<file path="src/rtl/mul_pkg.sv">
// Shared definitions for the sequential radix-4 multiplier: FSM state
// encodings, the radix-4 digit width, and a helper that sizes the digit
// counter.
package mul_pkg;

    // Controller states; the encodings are fixed so that waveforms and
    // debug probes read the same across builds
    typedef enum logic [1:0] {
        ST_IDLE = 2'd0,
        ST_CALC = 2'd1,
        ST_DONE = 2'd2
    } state_e;

    // Each iteration retires one radix-4 digit, i.e. two multiplier bits
    localparam int DIGIT_W = 2;

    // Ceiling log2, usable in constant expressions
    function automatic int clog2(input int value);
        int result;
        result = 0;
        for (int v = value - 1; v > 0; v = v >> 1) begin
            result++;
        end
        return result;
    endfunction

    // Counter width for a given digit count.  A single-digit operand would
    // need zero bits, so this never returns less than one bit.
    function automatic int cntWidth(input int digits);
        return (clog2(digits) < 1) ? 1 : clog2(digits);
    endfunction

endpackage

</file>
<file path="src/rtl/radix4_digit_mux.sv">
// Radix-4 partial-product selector: picks 0, A, 2A or 3A for one
// multiplier digit.  3A is supplied from outside because it needs an
// adder, and the caller computes it once per operation rather than on
// every iteration.
module radix4_digit_mux
    import mul_pkg::*;
#(
    parameter int WIDTH = 8
) (
    input  logic [WIDTH-1:0]   a_i,
    input  logic [WIDTH+1:0]   a3_i,
    input  logic [DIGIT_W-1:0] digit_i,
    output logic [WIDTH+1:0]   multiple_o
);

    // Select the multiple of A that corresponds to the current digit
    always_comb begin
        multiple_o = '0;
        case (digit_i)
            2'd0:    multiple_o = '0;
            2'd1:    multiple_o = {2'b00, a_i};
            2'd2:    multiple_o = {1'b0, a_i, 1'b0};
            default: multiple_o = a3_i;
        endcase
    end

endmodule

</file>
<file path="src/rtl/seq_radix4_multiplier.sv">
// Iterative unsigned WIDTH x WIDTH -> 2*WIDTH multiplier.  Two multiplier
// bits are retired per clock, so a full product takes WIDTH/2 cycles.
// Start/done handshake: a start is accepted only while idle or while the
// previous result is being presented, which allows back-to-back operations.
//
// Optional feature macro: MUL_EARLY_TERM_EN
//   When defined, the calculation also stops as soon as the remaining
//   multiplier bits are all zero, so small multipliers finish early.  The
//   product is unaffected because the skipped digits contribute nothing.
module seq_radix4_multiplier
    import mul_pkg::*;
#(
    parameter int WIDTH = 8
) (
    input  logic                 Clock,
    input  logic                 Reset,
    input  logic                 iStart,
    input  logic [WIDTH-1:0]     iA,
    input  logic [WIDTH-1:0]     iB,
    output logic                 oBusy,
    output logic                 oDone,
    output logic [2*WIDTH-1:0]   oResult
);

    localparam int N      = WIDTH / 2;
    localparam int CNT_W  = cntWidth(N);
    localparam int ACC_W  = 2 * WIDTH;
    localparam int MULT_W = WIDTH + 2;

    // Odd or tiny widths would leave a half digit with no defined meaning
    generate
        if (WIDTH < 2 || (WIDTH % 2) != 0) begin : gWidthCheck
            $error("seq_radix4_multiplier: WIDTH must be even and >= 2");
        end
    endgenerate

    state_e              stateQ, stateD;
    logic [WIDTH-1:0]    aQ, aD;
    logic [MULT_W-1:0]   a3Q, a3D;
    logic [WIDTH-1:0]    bRegQ, bRegD;
    logic [ACC_W-1:0]    accQ, accD;
    logic [CNT_W-1:0]    cntQ, cntD;
    logic [ACC_W-1:0]    resultQ, resultD;

    logic                accept;
    logic                lastDigit;
    logic [WIDTH-1:0]    bShifted;
    logic [MULT_W-1:0]   multiple;
    logic [ACC_W-1:0]    partial;
    logic [ACC_W-1:0]    accSum;

    // A start only counts when no calculation is in flight
    assign accept = iStart && ((stateQ == ST_IDLE) || (stateQ == ST_DONE));

    assign bShifted = bRegQ >> DIGIT_W;

`ifdef MUL_EARLY_TERM_EN
    assign lastDigit = (cntQ == CNT_W'(N - 1)) || (bShifted == '0);
`else
    assign lastDigit = (cntQ == CNT_W'(N - 1));
`endif

    radix4_digit_mux #(
        .WIDTH      (WIDTH)
    ) uDigitMux (
        .a_i        (aQ),
        .a3_i       (a3Q),
        .digit_i    (bRegQ[DIGIT_W-1:0]),
        .multiple_o (multiple)
    );

    // Align the selected multiple with the digit position and accumulate;
    // 2*WIDTH bits always hold the full product, so no carry is lost
    assign partial = ACC_W'(multiple) << {cntQ, 1'b0};
    assign accSum  = accQ + partial;

    // State register
    always_ff @(posedge Clock) begin
        if (Reset) begin
            stateQ <= ST_IDLE;
        end else begin
            stateQ <= stateD;
        end
    end

    // Next-state logic
    always_comb begin
        stateD = stateQ;
        case (stateQ)
            ST_IDLE: begin
                if (accept) stateD = ST_CALC;
            end
            ST_CALC: begin
                if (lastDigit) stateD = ST_DONE;
            end
            ST_DONE: begin
                stateD = accept ? ST_CALC : ST_IDLE;
            end
            default: stateD = ST_IDLE;
        endcase
    end

    // Status outputs decoded straight from the state
    always_comb begin
        oBusy = (stateQ == ST_CALC);
        oDone = (stateQ == ST_DONE);
    end

    // Datapath next-state: load operands on accept, iterate in CALC, and
    // capture the finished product only when leaving CALC so the previous
    // product stays visible during a new calculation
    always_comb begin
        aD      = aQ;
        a3D     = a3Q;
        bRegD   = bRegQ;
        accD    = accQ;
        cntD    = cntQ;
        resultD = resultQ;
        if (accept) begin
            aD    = iA;
            a3D   = MULT_W'(iA) + (MULT_W'(iA) << 1);
            bRegD = iB;
            accD  = '0;
            cntD  = '0;
        end else if (stateQ == ST_CALC) begin
            accD  = accSum;
            bRegD = bShifted;
            cntD  = cntQ + CNT_W'(1);
            if (lastDigit) begin
                resultD = accSum;
            end
        end
    end

    // Datapath registers; reset discards any partial calculation
    always_ff @(posedge Clock) begin
        if (Reset) begin
            aQ      <= '0;
            a3Q     <= '0;
            bRegQ   <= '0;
            accQ    <= '0;
            cntQ    <= '0;
            resultQ <= '0;
        end else begin
            aQ      <= aD;
            a3Q     <= a3D;
            bRegQ   <= bRegD;
            accQ    <= accD;
            cntQ    <= cntD;
            resultQ <= resultD;
        end
    end

    assign oResult = resultQ;

endmodule
</file>
<file path="config.mk">
export PLATFORM = sky130hd
export DESIGN_NAME = seq_radix4_multiplier
export DESIGN_NICKNAME = d
export VERILOG_FILES = /design/src/rtl/mul_pkg.sv /design/src/rtl/radix4_digit_mux.sv /design/src/rtl/seq_radix4_multiplier.sv
export SDC_FILE = /design/constraint.sdc
export NUM_CORES = 1
export LEC_CHECK = 0
export BUFFER_PORTS_ARGS = -buffer_cell sky130_fd_sc_hd__buf_2
export CORE_ASPECT_RATIO = 1.4
export CORE_MARGIN = 3
export CORE_UTILIZATION = 59
export DETAILED_ROUTE_END_ITERATION = 10
export PLACE_DENSITY = 0.9
export SYNTH_ARGS = -nofsm -noshare
export SYNTH_HDL_FRONTEND = slang
export SYNTH_SLANG_ARGS = --single-unit
</file>
<file path="constraint.sdc">
create_clock -name Clock -period 3.4 [get_ports Clock]
set_input_delay 0.51 -clock Clock [delete_from_list [all_inputs] [get_ports Clock]]
set_output_delay 0.51 -clock Clock [all_outputs]
set_load 0.05 [all_outputs]
</file>
# Yosys cells after proc, flatten, opt, wreduce, memory -nomap -nowiden
# Index checks and enable logic that the tools add are counted.
classes:
  add_sub_neg: 3
  n_mul: 0
  n_div: 0
  order_cmp: 0
  eq_ne: 7
  n_shift: 1
  mux: 7
  bitwise: 1
  n_reduce_logical: 8
op_table:
  columns: ["op", "count"]
  rows:
  - ["10-bit case mux with 3 select lines", 1]
  - ["16-bit adder", 1]
  - ["8-bit 2-to-1 mux", 2]
  - ["10-bit by 3-bit << shifter with 16-bit output", 1]
  - ["8-bit by 9-bit adder with 10-bit output", 1]
  - ["2-bit == test (second input constant)", 3]
  - ["2-bit case mux with 3 select lines", 1]
  - ["2-bit by 1-bit == test with 1-bit output (second input constant)", 2]
  - ["2-bit logical NOT", 2]
  - ["2-bit 2-to-1 mux", 2]
  - ["3-bit AND reduction", 1]
  - ["2-bit by 1-bit adder with 2-bit output (second input constant)", 1]
  - ["2-bit by 1-bit inequality test with 1-bit output (second input constant)", 1]
  - ["2-bit inequality test (second input constant)", 1]
  - ["2-bit AND reduction", 1]
  - ["2-bit nonzero test", 1]
  - ["2-bit OR reduction", 1]
  - ["1-bit logical AND", 1]
  - ["1-bit logical OR", 1]
  - ["1-bit 2-to-1 mux", 1]
  - ["1-bit inverter", 1]
totals:
  reg_bits: 62
  latch_bits: 0
  mem_bits_rw: 0
  rom_bits: 0
  word_cells: 34
  n_memories: 0

# Logic depth before layout (Yosys ltp)
# Gate-level depths: netlist of the first run.
depth:
  word_depth: 5
  ltp_mapped: 14
  ltp_nobuf: 12

# Cells and area by module
# From an unflattened synthesis of the first run, not the netlist that was laid out.
hier_totals:
  hier_cells: 458
  area_unflattened_um2: 3711.1
modules_own_cells:
  columns: ["module", "instances", "cells_per_inst", "area_each_um2", "seq_area_each_um2"]
  rows:
  - ["seq_radix4_multiplier", 1, 435, 3502.1, 1221.2]
  - ["radix4_digit_mux", 1, 23, 209.0, 0.0]

# Least setup slack after synthesis of the first run
# No wires, ideal clock.
synth_timing:
  path_type: "register to register"
  start: "register bRegQ[1]"
  end: "register accQ[15]"
  setup_ns: 0.159
  t_arrival_ns: 2.871
  required_time_ns: 3.241
  path_slack_ns: 0.370
  path_stages_with_launch: 13
  path_buffers: 1
  cell_sequence: "dfxtp_1 clkbuf_1 mux2_1 a22oi_1 nor2_1 a31oi_1 mux2i_1 ha_1 nand2_1 o31a_1 o41ai_2 xor2_1 a21oi_1"
synth_via:
  elab_chain_cells: 4
  word_cells_on_any_way: 6
synth_rtl:
  columns: ["item", "line", "source"]
  rows:
  - ["from (decl)", "seq_radix4_multiplier.sv:40", "logic [WIDTH-1:0] bRegQ, bRegD;"]
  - ["from (signal assigned)", "seq_radix4_multiplier.sv:147", "bRegQ <= bRegD;"]
  - ["2-bit == test (tied with other cells)", "radix4_digit_mux.sv:19", "case (digit_i)"]
  - ["10-bit case mux with 3 select lines (*)", "radix4_digit_mux.sv:19", null]
  - ["10-bit by 3-bit << shifter with 16-bit output (*)", "seq_radix4_multiplier.sv:74", "assign partial = ACC_W'(multiple) << {cntQ, 1'b0};"]
  - ["16-bit adder (*)", "seq_radix4_multiplier.sv:75", "assign accSum = accQ + partial;"]
  - ["to (signal assigned)", "seq_radix4_multiplier.sv:141", "accQ <= '0;"]
  - ["to (signal assigned)", "seq_radix4_multiplier.sv:148", "accQ <= accD;"]
  - ["to (decl)", "seq_radix4_multiplier.sv:41", "logic [ACC_W-1:0] accQ, accD;"]
# Every way passes the cells marked *; elsewhere a longest branch is shown, timed or not.
# A chain may end at the register's enable or synchronous reset.

# Worst setup path after layout of the first run
layout_timing:
  start: "register bRegQ[1]"
  end: "register accQ[14]"
# The elaborated chain is that of the path after synthesis.

==> results.md, run 1 <==
- Global-route wire length before repair: between 15000 and 20000 µm
- Post-Route WL: 9294 µm
- Setup violators final: 0
- Met3 WL: 407 µm
- Placed cells: 556
- Xor/xnor share of the synthesized area: about 2.8%
- Relative slew slack: between 40% and 50%
- Tot Pwr: 1.651 mW
- Vias: approximately 3500
- Place WS: about 0.23 ns
- Status: completed
- CTS Buffer Depth: 2
- WP buf/inv: 1
- Hold Path Class: primary input to flop
- Synthesized Nets: 520
- Slowest-stage cell, CP: fa_1
- Synth Instances: 473
- DR pass1 iterations: 4
- Worst-Margin Slew: 0.8922 ns
- Met2 WL post-DR: 4829 µm
- Post-synth EDFFs: 0
- N_diodes: 0
- Top Metal Used: met4
- Switching part of the total power: 27.76%
- Final Non-Filler Cells: between 500 and 600
- Seq/Total Area, Yosys: 32.52%
- IO Count: 37
- Share of cells above drive strength 1: 13.92%
- Largest net degree at the start of global routing: 50
- Dominant delay contributor by cell family on the critical path: compound AO/OA/AOI/OAI gates
- Worst-skew pair later-pin latency: between 0.3 and 0.4 ns
- Cells along the critical path: buf_4 -> nor2b_1 -> a22oi_1 -> or3_1 -> fa_1 -> nand2b_1 -> a21o_1 -> a2111o_1 -> nand4_1 -> mux2i_1 -> a311o_1
- H-tree depth: 3
- Power Dens Cells: 397.5 mW/mm²
- Gr usage total: 26.92%
- CP Launch Type: flop
- Combinational Power Share: 14.7%
- Dpl hpwl: 6759 µm
- Worst setup path class: flop to flop
- Pint: 1.193 mW
- # clock sinks: 61
- Via density: about 6
- LEAKAGE: about 1.8 nW
- TritonCTS clock tree: built
- FMAX: 315.9 MHz
- Netlist cell types: 58
- Avg WL per Cell: approximately 16 µm
- Initial Util: between 60 and 70%
- Die height: 100.4 µm
- Post-Route Skew: 0.01041 ns
- Worst IR Drop VDD: 0.3760 mV
- Nets@finish: 545
- Core Area: 0.006028 mm²
- Initial antenna violation count: 0
- Placer Congestion: 0.9820
- Worst path max stage delay: 0.45 ns
- Synthesis-stage register bit count: 61
- Clock Tree Root: clkbuf_8
- Final worst path period need: 3.165 ns
- Fraction of the mapped netlist area in adder cells: 9.730%
- TNS Setup: 0 ns
- Hold WS: 0.4171 ns
- Net Sw Power: 0.4583 mW
- Post-synthesis mux area share: slightly above 6%
- Ys async rst share: 0%
- Synthesized area: around 0.0038 mm²
- Area grow syn2layout: 10.63%
- Final period utilization: about 93%
- Worst Path Arrival: 3.40 ns
- Ys flop type: dfxtp_1
- Syn. warnings: 0
- Row Count: 33
- I/O Buffers: 36
- Mapped Avg Cell Area: 7.938 µm²
- Slew Limit Fails: 0
- Chip Width: 73.42 µm
- Clock power share: 38.7%
- Post-Synth Simple-Gate Area: 24.13%
- Max-cap violations: 0
- Final Hold Vio Count: 0
- CP Capture Type: flop
- Drt drc: 0
- Largest family of logic cells by synthesized area: simple AND/OR/NAND/NOR gates
- CP max FO: 11
- Global route overflow: 0
- Initial DRC count: roughly 210
- Sequential share of power: a little under half
- Die Area: roughly 0.0074 mm²
- Cts bufs inserted: 9
- RSZ-0062 raised after global routing: false
- Antenna viol nets, final: 0
- Vias in the first global route: 3390
- Complex-gate fraction of the synthesized area: between 15 and 20%
- Critical Path RT: 3.64 ns
- Final WS setup: ~0.23 ns
- Met1 WL: 3811 µm
- Clock transition at path regs: 0.07 ns
state kept, by name, indices dropped and copies added (netlist names):
register  count
a3Q           9
aQ            8
accQ         16
bRegQ         8
cntQ          2
oResult      16
stateQ        2
kinds of logic (layout without fill, tap and decap cells):
family	Yosys count	in the layout
flops	61	61
simple gates	189	189
compound gates	116	116
mux	22	22
fa+ha+maj	28	28
xor+xnor	12	12
buf+inv	45	75
worst min-delay path, delay by kind of cell:
family | cells | cell delay (ns)
compound gates | 1 | 0.05
simple gates | 1 | 0.05
buf+inv | 1 | 0.11
cell type report:
| cell class | instances | area [µm²] |
|---|---|---|
| Clock buffer | 12 | 145.1 |
| Clock inverter | 4 | 47.55 |
| Fill cell | 501 | 1874 |
| Inverter | 14 | 52.55 |
| Multi-Input combinational cell | 367 | 2352 |
| Sequential cell | 61 | 1221 |
| Tap cell | 70 | 87.58 |
| Timing Repair Buffer | 45 | 247.7 |
power by group through the flow:
stage          combinational, mW  sequential [mW]  clock (mW)
4_1_cts                    0.239            0.768       0.649
3_5_place_dp               0.237            0.784           0
2_1_floorplan              0.184            0.772           0
6_report                   0.243            0.769       0.639
3_3_place_gp               0.229            0.782           0
5_1_grt                    0.270            0.773       0.683
path summary, 6_finish.rpt:
kind	from	to	slack (ns)	cells past startpoint
setup reg to reg	bRegQ[1]$_SDFFE_PP0P_	accQ[14]$_SDFFE_PP0P_	0.23	11
hold reg to reg	oResult[6]$_SDFFE_PP0P_	oResult[6]$_SDFFE_PP0P_	0.45	2
setup / recovery	bRegQ[1]$_SDFFE_PP0P_	accQ[14]$_SDFFE_PP0P_	0.23	11
hold / removal	iA[0]	aQ[0]$_SDFFE_PP0P_	0.42	3
synthesized netlist by cell type, types with 5 or more instances:
cell       n  share of area, %
nor2b_1    6               1.0
a21oi_1   49               6.5
nand2_1   75               7.5
and3_1     5              0.83
nand4_1    9               1.5
clkbuf_1  23               2.3
a22o_1     5               1.2
xnor2_1    8               1.9
mux2_1     6               1.8
nor4b_1    5               1.2
or4_1      8               1.6
o21ai_1   14               1.9
a31oi_1    5              0.83
a21o_1     5               1.0
nor3_1     9               1.2
nand3_1   23               3.1
mux2i_1   15               4.0
nor2_1    32               3.2
o22ai_1    5              0.83
dfxtp_1   61                33
o21ai_0    7              0.93
nand2b_1   6               1.0
ha_1      26               8.7
inv_1     11               1.1
what timing repair did:
item / in CTS / in global routing
hold endpoints to repair: 0 / 0
setup endpoints to repair: 0 / 5
gates resized for setup: 0 / 3
hold buffers: 0 / 0
buffers inserted: 0 / 1
per-stage QoR:
stage	util, %	area, µm²
6_report	68.91	4154
5_1_grt	68.91	4154
4_1_cts	68.62	4136
3_5_place_dp	65.42	3944
3_3_place_gp	65.42	3944
2_1_floorplan	-	3755
cell usage in the layout, fill, tap and decap left out, types with 9 or more instances in the layout:
master,count
buf_2,36
nor2_1,32
dfxtp_1,61
ha_1,26
nand4_1,9
nand3_1,23
o21ai_1,15
mux2i_1,15
buf_4,9
nand2_1,75
a21oi_1,49
inv_1,11
nor3_1,9
clkbuf_8,10
metal layers:
| metal | vias to the layer above | track usage, % |
|---|---|---|
| li1 | 1742 | - |
| met1 | 1648 | 31.24 |
| met5 | - | 0 |
| met4 | 0 | 11.85 |
| met3 | 20 | 6.914 |
| met2 | 91 | 45.83 |
No activity file was read; power rests on OpenSTA's default activity.
==> run 2, diff against run 1 <==
--- a/config.mk
+++ b/config.mk
@@ -10,7 +10,7 @@
 export CORE_MARGIN = 3
 export CORE_UTILIZATION = 59
 export DETAILED_ROUTE_END_ITERATION = 10
-export PLACE_DENSITY = 0.9
+export PLACE_DENSITY = 0.8
 export SYNTH_ARGS = -nofsm -noshare
 export SYNTH_HDL_FRONTEND = slang
 export SYNTH_SLANG_ARGS = --single-unit
==> results.md, run 2 (same netlist as run 1, synthesis figures left out) <==
- Post-Route Skew: about 0.012 ns
- H-tree depth: 3
- DR pass1 iterations: 4
- Critical Path RT: 3.59 ns
- Antenna viol nets, final: 0
- Via density: 6.135
- CP max FO: 12
- N_diodes: 0
- Post-Route WL: 8854 µm
- Final Hold Vio Count: 0
- # resized after CTS: 0
- Final Instance Area: 0.004143 mm²
- CP Launch Type: flop
- Post-CTS setup buffer count: 0
- Hold WS: around 0.43 ns
- Drt drc: 0
- Worst setup path class: flop to flop
- Largest net degree at the start of global routing: 50
- Worst path max stage delay: 0.45 ns
- Initial antenna violation count: 0
- Hold Path Class: primary input to flop
- Worst-skew pair later-pin latency: 0.35 ns
- Status: completed
- Core Area: 0.006028 mm²
- TritonCTS clock tree: built
- Vias: 3491
- Setup violators final: 0
- CP Capture Type: flop
- Place WS: ~0.14 ns
- Cts bufs inserted: 9
- Cells along the critical path: mux2_1 -> a22oi_1 -> nor2_1 -> a31oi_1 -> mux2i_1 -> ha_1 -> nand2_1 -> o31a_1 -> o41ai_2 -> xor2_1 -> a21oi_1
- Post-CTS Hold Buffers: 0
- Initial DRC count: ~280
- I/O Buffers: 36
- Chip Width: 73.42 µm
- Max-cap violations: 0
- Share of cells above drive strength 1: 13.83%
- Relative slew slack: a little under two fifths
- Final worst path period need: 3.159 ns
- Row Count: 33
- Die Area: 0.007371 mm²
- Slowest-stage cell, CP: dfxtp_2
- Most frequent cells in the layout: 75 x nand2_1, 59 x dfxtp_1, 48 x a21oi_1
- Gr usage total: 26.24%
- Avg WL per Cell: 15.56 µm
- Power Dens Cells: slightly above 400 mW/mm²
- FMAX: between 300 and 400 MHz
- Slew Limit Fails: 0
- Area grow syn2layout: 10.33%
- IO Count: 37
- Vias in the first global route: 3328
- Placer Congestion: 0.9210
- CTS Buffer Depth: 2
- Worst Path Arrival: 3.35 ns
- Dpl cell area: 0.003921 mm²
- Worst-Margin Slew: 0.9457 ns
- Initial Util: 62.29%
- Commonest non-fill, non-tap cell in the layout: nand2_1
- Die height: between 100 and 150 µm
- Clock Tree Root: clkbuf_8
- Nets@finish: 541
- Tot Pwr: 1.694 mW
- Global-route wire length before repair: 15460 µm
- LEAKAGE: 1.779 nW
- # clock sinks: 61
- Final WS setup: roughly 0.24 ns
- Final period utilization: 92.93%
- TNS Setup: 0 ns
- Clock transition at path regs: 0.07 ns
- Global route overflow: 0
- Worst IR Drop VDD: 0.3770 mV
- RSZ-0062 raised after global routing: false
- Dpl hpwl: 6325 µm
-- run 2: cell types whose count changed in the layout (fill, tap and decap cells not counted), sizes merged --
cell	change
clkbuf	+1
clkinv	-1
buf	-4
-- run 2: area by class of cell --
cell class,count,area [µm²]
Tap cell,70,87.58
Multi-Input combinational cell,367,2350
Inverter,14,52.55
Clock inverter,3,42.54
Fill cell,519,1886
Sequential cell,61,1224
Timing Repair Buffer,41,217.7
Clock buffer,13,168.9
-- run 2: critical path: cells and delay by family (launching register included) --
kind / cells / cell delay, ns
and+or+nand+nor: 2 / 0.19
adders and majority gates: 1 / 0.37
AOI/OAI and AO/OA: 5 / 1.30
xor gates and xnor gates: 1 / 0.22
muxes: 2 / 0.48
DFF: 1 / 0.45
-- run 2: per-layer routing --
| layer | routed length, µm | global-route usage [%] |
|---|---|---|
| met5 | 0 | 0 |
| met4 | 172 | 8.926 |
| met3 | 350 | 4.910 |
| met2 | 4613 | 46.38 |
| met1 | 3717 | 31.20 |
-- run 2: path summary, 6_finish.rpt --
| check | cells after the start | start | slack, ns | end |
|---|---|---|---|---|
| setup / recovery | 11 | bRegQ[1]$_SDFFE_PP0P_ | 0.24 | oResult[15]$_SDFFE_PP0P_ |
| hold / removal | 3 | iA[0] | 0.43 | aQ[0]$_SDFFE_PP0P_ |
| setup reg to reg | 11 | bRegQ[1]$_SDFFE_PP0P_ | 0.24 | oResult[15]$_SDFFE_PP0P_ |
| hold reg to reg | 2 | a3Q[5]$_SDFFE_PP0P_ | 0.45 | a3Q[5]$_SDFFE_PP0P_ |
-- run 2: per-stage QoR --
| step | std cells | utilization [%] |
|---|---|---|
| CTS | 569 | 68.56 |
| finish | 569 | 68.72 |
| floorplan | 473 | - |
| global route | 569 | 68.72 |
| global placement | 553 | 65.05 |
| detailed placement | 553 | 65.05 |
-- run 2: report_power, final --
group | leakage (nW) | total, mW | switching [mW] | internal (mW)
logic | 1.18 | 0.229 | 0.140 | 0.0890
clock network | 0.106 | 0.691 | 0.293 | 0.398
registers | 0.497 | 0.773 | 0.0298 | 0.744
==> run 3, diff against run 2 <==
--- a/config.mk
+++ b/config.mk
@@ -13,4 +13,5 @@
 export PLACE_DENSITY = 0.8
 export SYNTH_ARGS = -nofsm -noshare
 export SYNTH_HDL_FRONTEND = slang
+export SYNTH_HIERARCHICAL = 1
 export SYNTH_SLANG_ARGS = --single-unit
==> results.md, run 3 <==
- Clock Tree Root: clkbuf_8
- Met3 WL: approximately 320 µm
- Vias: 3341
- Via density: 5.924
- N_diodes: 0
- Row Count: 33
- Initial Util: 61.99%
- Die Area: between 0.007 and 0.008 mm²
- Post-Route Skew: 0.01426 ns
- Final worst path period need: 3.181 ns
- R2R depth: 12
- Largest net degree at the start of global routing: 48
- Vias in the first global route: about 3300
- H-tree depth: 3
- Chip Width: between 70 and 80 µm
- Mapped Avg Cell Area: slightly above 8 µm²
- Relative slew slack: 43.38%
- Initial antenna violation count: 0
- Top Metal Used: met4
- Post-CTS Hold Buffers: 0
- Worst IR Drop VDD: 0.2666 mV
- Crit path from: bRegQ[0]$_SDFFE_PP0P_
- Synthesized area: between 0.003 and 0.004 mm²
- Slew Limit Fails: 0
- Synthesized Nets: 504
- Seq/Total Area, Yosys: 32.91%
- Area leader, netlist: dfxtp_1
- CP max FO: 9
- Most frequent cells in the layout: 88 x nand2_1, 60 x dfxtp_1, 50 x a21oi_1
- TNS Setup: 0 ns
- Area grow syn2layout: 12.10%
- Setup violators final: 0
- CTS Buffer Depth: 2
- Ys async rst share: 0%
- Area share of the largest cell type after synthesis: approximately 33%
- IO Count: 37
- Synthesis-stage register bit count: 61
- Placer Congestion: 0.8896
- Global route overflow: 0
- LEAKAGE: 1.787 nW
- Met2 WL post-DR: 4454 µm
- Clock transition at path regs: 0.07 ns
- Nets@finish: 535
- Crit path top cell by count: mux2_2
- Worst setup path class: flop to flop
- Critical Path RT: 3.70 ns
- Met1 WL: about 3400 µm
- Synth Instances: 458
- Hold Path End: aQ[0]$_SDFFE_PP0P_
- TritonCTS clock tree: built
- Final period utilization: 93.56%
- Syn. warnings: 6
- Post-synth EDFFs: 0
- Max-cap violations: 0
- CP Launch Type: flop
- Ys flop type: dfxtp_1
- Commonest cells post-synth: 88 x nand2_1, 61 x dfxtp_1, 50 x a21oi_1
- Post-Route WL: 8434 µm
- Commonest non-fill, non-tap cell in the layout: nand2_1
- Dominant delay contributor by cell family on the critical path: simple AND/OR/NAND/NOR gates
- Fillers: 476
- Final Hold Vio Count: 0
- Slowest-stage cell, CP: or4_1
- Initial DRC count: ~190
- I/O Buffers: 36
- R2R Path Start: bRegQ[0]$_SDFFE_PP0P_
- Cts bufs inserted: 9
- Most common cell in the netlist: nand2_1
- Avg WL per Cell: 14.95 µm
- Worst path max stage delay: 0.47 ns
- # clock sinks: 61
- Worst Hold Depth: 3
- Hold Path Class: primary input to flop
- Antenna viol nets, final: 0
- R2r setup slk: 0.22 ns
- Hold WS: 0.4203 ns
- Dpl hpwl: 6078 µm
- DR pass1 iterations: 4
- CP Capture Type: flop
- Die height: 99.84 µm
- FMAX: between 300 and 400 MHz
- Hold Startpoint: iA[0]
- Capturing point of the worst reg2reg path: oResult[11]$_SDFFE_PP0P_
- Share of cells above drive strength 1: 16.80%
- Power Dens Cells: 394.6 mW/mm²
- Worst Path Arrival: 3.48 ns
- Drt drc: 0
- Cells along the critical path: mux2_2 -> a22o_1 -> mux2_2 -> nor2_1 -> a21oi_1 -> ha_1 -> and3_1 -> o211ai_1 -> o21a_1 -> nand3b_4 -> or4_1 -> nand3_1
- Worst-skew pair later-pin latency: 0.35 ns
- Gr usage total: about a quarter
- Netlist cell types: between 50 and 60
- RSZ-0062 raised after global routing: false
- Synth top area cells: dfxtp_1 33%, nand2_1 8.9%, ha_1 8.4%
- Core Area: between 0.005 and 0.006 mm²
- Global-route wire length before repair: 14220 µm
- Status: completed
- WP buf/inv: 0
- Worst-Margin Slew: ~0.85 ns
[run 3: metal layers]
layer / GRT usage (%) / vias to the layer above
met2: 43.00 / 64
met5: 0 / -
met3: 5.210 / 18
li1: - / 1698
met4: 14.20 / 0
met1: 25.78 / 1561
[run 3: repair_timing]
| action | 4_1_cts | 5_1_grt |
|---|---|---|
| setup endpoints to repair | 0 | 8 |
| gates resized for setup | 0 | 2 |
| setup buffers | 0 | 0 |
[run 3: worst min-delay path, cell delays in order]
cell     delay (ns)
buf_2          0.11
nand2_1        0.05
a21oi_1        0.05
[run 3: cell families after synthesis]
kind of cell	after synthesis	synth area share, %
adders and majority gates	27	9.508
xor gates and xnor gates	16	3.776
DFF	61	32.91
and+or+nand+nor	177	22.35
buffers and inverters	35	3.843
AOI/OAI and AO/OA	118	20.77
muxes	24	6.844
[run 3: layout make-up]
type | count | area [µm²] | area share, %
flip-flops and latches | 61 | 1222 | 29.38
well taps | 70 | 87.58 | 2.105
repair buffers | 51 | 292.8 | 7.038
multi-input cells | 362 | 2350 | 56.48
inverters | 4 | 15.01 | 0.3609
clock inverters | 4 | 47.55 | 1.143
clock buffers | 12 | 145.1 | 3.489
[run 3: how the worst max path moves through the flow]
stage / slack [ns] / cells past startpoint / endpoint
2_1_floorplan: 0.42 / 13 / oResult[11]$_SDFFE_PP0P_
3_3_place_gp: 0.20 / 12 / oResult[11]$_SDFFE_PP0P_
3_5_place_dp: 0.14 / 12 / oResult[11]$_SDFFE_PP0P_
4_1_cts: 0.14 / 12 / oResult[11]$_SDFFE_PP0P_
5_1_grt: 0.05 / 12 / oResult[11]$_SDFFE_PP0P_
6_report: 0.22 / 12 / oResult[11]$_SDFFE_PP0P_
[run 3: power by group]
part           internal (mW)  switching (mW)  total [mW]
clock                  0.356           0.278       0.634
sequential             0.743          0.0227       0.766
combinational         0.0982           0.143       0.241
[run 3: stage by stage]
step                instance area, µm²  cells  utilization, %  power (mW)  setup WS (ns)
floorplan                         3711    458               -      0.9567         0.4227
global placement                  3964    548           66.21       1.012         0.1994
detailed placement                3964    548           66.21       1.021         0.1404
CTS                               4156    564           69.43       1.652         0.1405
global route                      4160    564           69.49       1.717        0.04573
finish                            4160    564           69.49       1.642         0.2190
